<file path="config.mk">
export PLATFORM = sky130hd
export DESIGN_NAME = seq_dispatcher
export DESIGN_NICKNAME = d
export VERILOG_FILES = /design/src/rtl/seq_dispatcher.sv
export SDC_FILE = /design/constraint.sdc
export NUM_CORES = 1
export LEC_CHECK = 0
export BUFFER_PORTS_ARGS = -buffer_cell sky130_fd_sc_hd__buf_4
export CAP_MARGIN = 25
export CELL_PAD_IN_SITES_DETAIL_PLACEMENT = 1
export CELL_PAD_IN_SITES_GLOBAL_PLACEMENT = 2
export CORE_ASPECT_RATIO = 2
export CORE_MARGIN = 2
export CORE_UTILIZATION = 41
export CTS_CLUSTER_SIZE = 10
export DETAILED_ROUTE_END_ITERATION = 12
export GPL_TIMING_DRIVEN = 0
export PLACE_DENSITY_LB_ADDON = 0.25
export SLEW_MARGIN = 20
export SYNTH_ARGS = -nofsm -noshare
export SYNTH_HDL_FRONTEND = slang
export SYNTH_SLANG_ARGS = --single-unit
</file>
<file path="constraint.sdc">
create_clock -name clk -period 3.73 [get_ports clk]
set_input_delay 0.1865 -clock clk [delete_from_list [all_inputs] [get_ports clk]]
set_output_delay 0.1865 -clock clk [all_outputs]
set_load 0.01 [all_outputs]
</file>
<file path="src/rtl/seq_dispatcher.sv">
// rtl/seq_dispatcher.sv - command FIFO and program launcher feeding the sequencer
module seq_dispatcher #(
    parameter int unsigned AW    = 5,
    parameter int unsigned DEPTH = 4,
    parameter int unsigned PARK  = 0,
    parameter int unsigned TMO   = 4
) (
    input  logic                       clk,
    input  logic                       rst,
    input  logic [AW-1:0]              cmd_addr,
    input  logic                       cmd_valid,
    output logic                       cmd_ready,
    input  logic                       abort,
    input  logic                       seq_stop,
    output logic [AW-1:0]              seq_addr,
    output logic                       seq_jump,
    output logic                       busy,
    output logic                       done,
    output logic [$clog2(DEPTH):0]     count,
    output logic                       overflow
);

    localparam int unsigned PW = $clog2(DEPTH);
    localparam int unsigned CW = PW + 1;
    localparam int unsigned TW = $clog2(TMO);
    localparam logic [AW-1:0] PARK_A = AW'(PARK);

    typedef enum logic [1:0] {
        S_IDLE,
        S_LAUNCH,
        S_WAIT,
        S_RUN
    } state_t;

    state_t          state_q;
    state_t          state_d;
    logic [TW-1:0]   timer_q;
    logic [TW-1:0]   timer_d;
    logic [AW-1:0]   addr_d;
    logic            jump_d;
    logic            done_d;
    logic            pop;
    logic            push;
    logic            drop;
    logic            full;
    logic [CW-1:0]   count_d;
    logic [PW-1:0]   wr_ptr;
    logic [PW-1:0]   rd_ptr;
    logic [AW-1:0]   mem [DEPTH];

    // Abort swallows any same-cycle push; a push into a full queue is dropped.
    assign full = (count == CW'(DEPTH));
    assign push = cmd_valid && !abort && !full;
    assign drop = cmd_valid && !abort && full;

    // Launcher next-state: abort forces a jump to PARK, otherwise walk the program lifecycle.
    always_comb begin
        state_d = state_q;
        timer_d = timer_q;
        addr_d  = seq_addr;
        jump_d  = 1'b0;
        done_d  = 1'b0;
        pop     = 1'b0;
        if (abort) begin
            addr_d  = PARK_A;
            jump_d  = 1'b1;
            state_d = S_LAUNCH;
        end else begin
            case (state_q)
                S_IDLE: begin
                    // count only reflects entries written on earlier cycles, so no bypass
                    if (count != '0 && seq_stop) begin
                        pop     = 1'b1;
                        addr_d  = mem[rd_ptr];
                        jump_d  = 1'b1;
                        state_d = S_LAUNCH;
                    end
                end
                S_LAUNCH: begin
                    timer_d = '0;
                    state_d = S_WAIT;
                end
                S_WAIT: begin
                    if (!seq_stop) begin
                        state_d = S_RUN;
                    end else if (timer_q == TW'(TMO - 1)) begin
                        // program began on a STOP opcode and never ran
                        done_d  = 1'b1;
                        state_d = S_IDLE;
                    end else begin
                        timer_d = timer_q + TW'(1);
                    end
                end
                S_RUN: begin
                    if (seq_stop) begin
                        done_d  = 1'b1;
                        state_d = S_IDLE;
                    end
                end
                default: state_d = S_IDLE;
            endcase
        end
    end

    // Queue occupancy after this cycle's push, pop or flush.
    always_comb begin
        count_d = count;
        if (abort) begin
            count_d = '0;
        end else if (push && !pop) begin
            count_d = count + CW'(1);
        end else if (pop && !push) begin
            count_d = count - CW'(1);
        end
    end

    // Control registers and all registered outputs.
    always_ff @(posedge clk) begin
        if (rst) begin
            state_q   <= S_IDLE;
            timer_q   <= '0;
            seq_addr  <= PARK_A;
            seq_jump  <= 1'b0;
            done      <= 1'b0;
            busy      <= 1'b0;
            wr_ptr    <= '0;
            rd_ptr    <= '0;
            count     <= '0;
            cmd_ready <= 1'b1;
            overflow  <= 1'b0;
        end else begin
            state_q   <= state_d;
            timer_q   <= timer_d;
            seq_addr  <= addr_d;
            seq_jump  <= jump_d;
            done      <= done_d;
            busy      <= (state_d != S_IDLE);
            count     <= count_d;
            cmd_ready <= (count_d < CW'(DEPTH));
            if (abort) begin
                wr_ptr <= '0;
                rd_ptr <= '0;
            end else begin
                if (push) wr_ptr <= wr_ptr + PW'(1);
                if (pop)  rd_ptr <= rd_ptr + PW'(1);
            end
            if (drop) overflow <= 1'b1;
        end
    end

    // FIFO storage; contents need no reset because count gates every read.
    always_ff @(posedge clk) begin
        if (push) mem[wr_ptr] <= cmd_addr;
    end

endmodule

</file>
==> out/qor.yml <==
timing:
  skew_ps: 5.39
  worst_pin_slew_ps: 451
  max_freq_mhz: 501
  max_slew_margin_pct: 69.9
  setup_viol: 0
  timing.final.crit_share_pct: 53.6
  hold_slack_ps: 87.7
  finalMaxSlewViolations: 0
  hold_violations: 0
  rsz0062_at_grt: "no"
  fin_crit_ps: 2000
  tns_ps: 0
synthesis:
  yosysTopAreaCellShare_pct: 32.8
  synth_warnings: 0
  synth.distinct_cells: 33
  ys_ff_latch: 41
  synth_xor_area_share_pct: 1.91
  synth_area_sq_mm: 0.00183
  avgSynthCellArea_sq_um: 12.8
  synthAdderAreaFrac_pct: 9.57
  synthCells: 143
  synth_top_family_by_area: "simple AND/OR/NAND/NOR gates"
  synth.mux.area_fraction_pct: 10.5
  synth.largest_area_cell: "edfxtp_1"
  synth_nets: 167
  ys_seq_area_share_pct: 55.8
  yosys-top-cells-area: "edfxtp_1, dfxtp_1, ha_1"
  synth-compound-area-share_pct: 6.49
  synthSimpleGateAreaFrac_pct: 12.4
min_path:
  hold_class: "in2reg"
clock_network:
  cts.sink_count: 41
  ctsResizeCount: 0
  clkLatencyLatePin_ps: 290
  postCtsSetupBuffers: 0
  cts_tree: "built"
  clkTransAtPathRegs_ps: 80
  cts_buffer_depth: 2
  ctsHoldBuffers: 0
  cts_buffers: 5
  cts_htree_levels: 2
  root_buffer: "clkbuf_8"
power_and_ir_drop:
  power_density_mw_per_mm2: 421
  ir_drop_v: 0.000257
  leakage_uw: 0.000884
setup_path:
  required_ps: 3930
  cp_max_fo: 5
  critPathArrivalTime_ps: 2190
  criticalPathCategory: "reg2reg"
  critPathLaunchType: "flop"
  end_kind: "flop"
drt:
  via_per_inst: 5.06
  wire_per_inst_um: 14.6
  drt_wl_total_mm: 3.29
  vias: 1143
  antenna_left: 0
  drtIter0Drc: 6
  drt_first_pass_iters: 4
  route.detailed.drc: 0
placed_design:
  place.gp.congestion: 0.715
  port_buffers: 21
  dp_hpwl_mm: 2.60
grt:
  grt_max_degree: 15
  grt_pass1_wl_mm: 5.74
  grt_pass1_vias: 1251
  grt_overflow_total: 0
  grt_antenna_before_repair: 0
  grt_usage_pct: 15.4
die:
  core_area_sq_mm: 0.00434
  ioPinCount: 23
  dieArea_sq_mm: 0.00505
  start_util_pct: 42.2
  num_rows: 34
  die_y_um: 98.5
  dieWidth_um: 51.2
run:
  cap_violations: 0
finish:
  diodes: 0
  layout-drive-gt1-share_pct: 23.3
  area_growth_pct: 18.6
  nNetsFinal: 195
run_status:
  status: "finished clean"
[cell usage in the layout (no fill, tap or decap), drive strengths merged, types with 2 or more instances in the layout]
cell type,instances
xor2,3
nand2,6
nand4,2
nor2,16
edfxtp,20
a21oi,5
and2,7
buf,23
a211oi,2
mux4,5
dfxtp,21
nand2b,4
clkbuf,7
mux2i,8
nor2b,2
o21ai,2
ha,14
inv,9
[layout make-up]
type,instances,area (sq um)
clock inverters,3,46.3
clock buffers,5,68.8
flip-flops and latches,41,1020
repair buffers,21,158
well taps,54,67.6
inverters,9,33.8
fillers,484,2170
plain buffers,4,26.3
multi-input cells,89,749
[metal layers]
metal / vias to the layer above / track usage [%] / wire length [um]
met5: - / 0 / 0
met3: 8 / 3.79 / 140
met4: 0 / 7.89 / 85
li1: 557 / - / -
met2: 23 / 27.2 / 1870
met1: 555 / 16.2 / 1190
[power breakdown]
| part | switching [uW] | leakage [uW] | internal [uW] |
|---|---|---|---|
| Combinational | 37.0 | 0.000477 | 31.4 |
| Clock | 159 | 0.0000543 | 200 |
| Sequential | 5.12 | 0.000352 | 480 |
[synthesized netlist by cell type (all sizes together)]
cell type / count
ha: 14
dfxtp: 21
a211oi: 2
nor3b: 1
xnor2: 1
nor2: 16
nand3: 1
nand2: 6
nor2b: 2
nand4: 2
a21o: 1
a21oi: 5
a21boi: 1
mux2i: 8
a41oi: 1
a31oi: 1
nor3: 1
xor2: 3
clkbuf: 2
mux4: 5
nand3b: 1
or2: 1
o221ai: 1
buf: 2
nand2b: 4
o211a: 1
inv: 9
o2111ai: 1
and2: 7
o21ai: 2
edfxtp: 20
[worst max-delay path, stage by stage, from the launching register on]
cell      delay [ps]
dfxtp_1          400
inv_1             80
ha_1             300
nand2b_4         140
nand4_1          160
ha_1             300
nor3b_1          210
a211oi_1          80
a211oi_1         230
[registers in the layout (all words and copies together), names as in the netlist]
| signal | cells |
|---|---|
| busy | 1 |
| cmd_ready | 1 |
| count | 3 |
| done | 1 |
| mem | 20 |
| overflow | 1 |
| rd_ptr | 2 |
| seq_addr | 5 |
| seq_jump | 1 |
| state_q | 2 |
| timer_q | 2 |
| wr_ptr | 2 |
[worst paths after layout]
kind	from	endpoint	slack [ps]	cells past startpoint
worst max register to register	count[0]	count[1]	1730	8
worst min-delay path	cmd_addr[0]	mem[3][0]	90	1
worst max-delay path	count[0]	count[1]	1730	8
worst min register to register	seq_addr[3]	seq_addr[3]	510	2
[through the flow]
stage	util, %	total power, uW	area [sq um]	cells	setup WS, ps
final	50.0	913	2170	226	1730
after global routing	50.0	951	2170	226	1500
after CTS	50.0	929	2170	226	1670
after detailed placement	47.4	566	2060	218	1690
after global placement	47.4	563	2060	218	1770
after floorplan	-	540	1830	143	1900
[cells by family (layout without fill, tap and decap cells)]
family          after synthesis  count (layout)
xor+xnor                      4               4
buf+inv                      13              42
mux                          13              13
fa+ha+maj                    14              14
compound gates               16              16
flops                        41              41
simple gates                 42              42
Note: power is estimated with default switching activity, not from simulation.
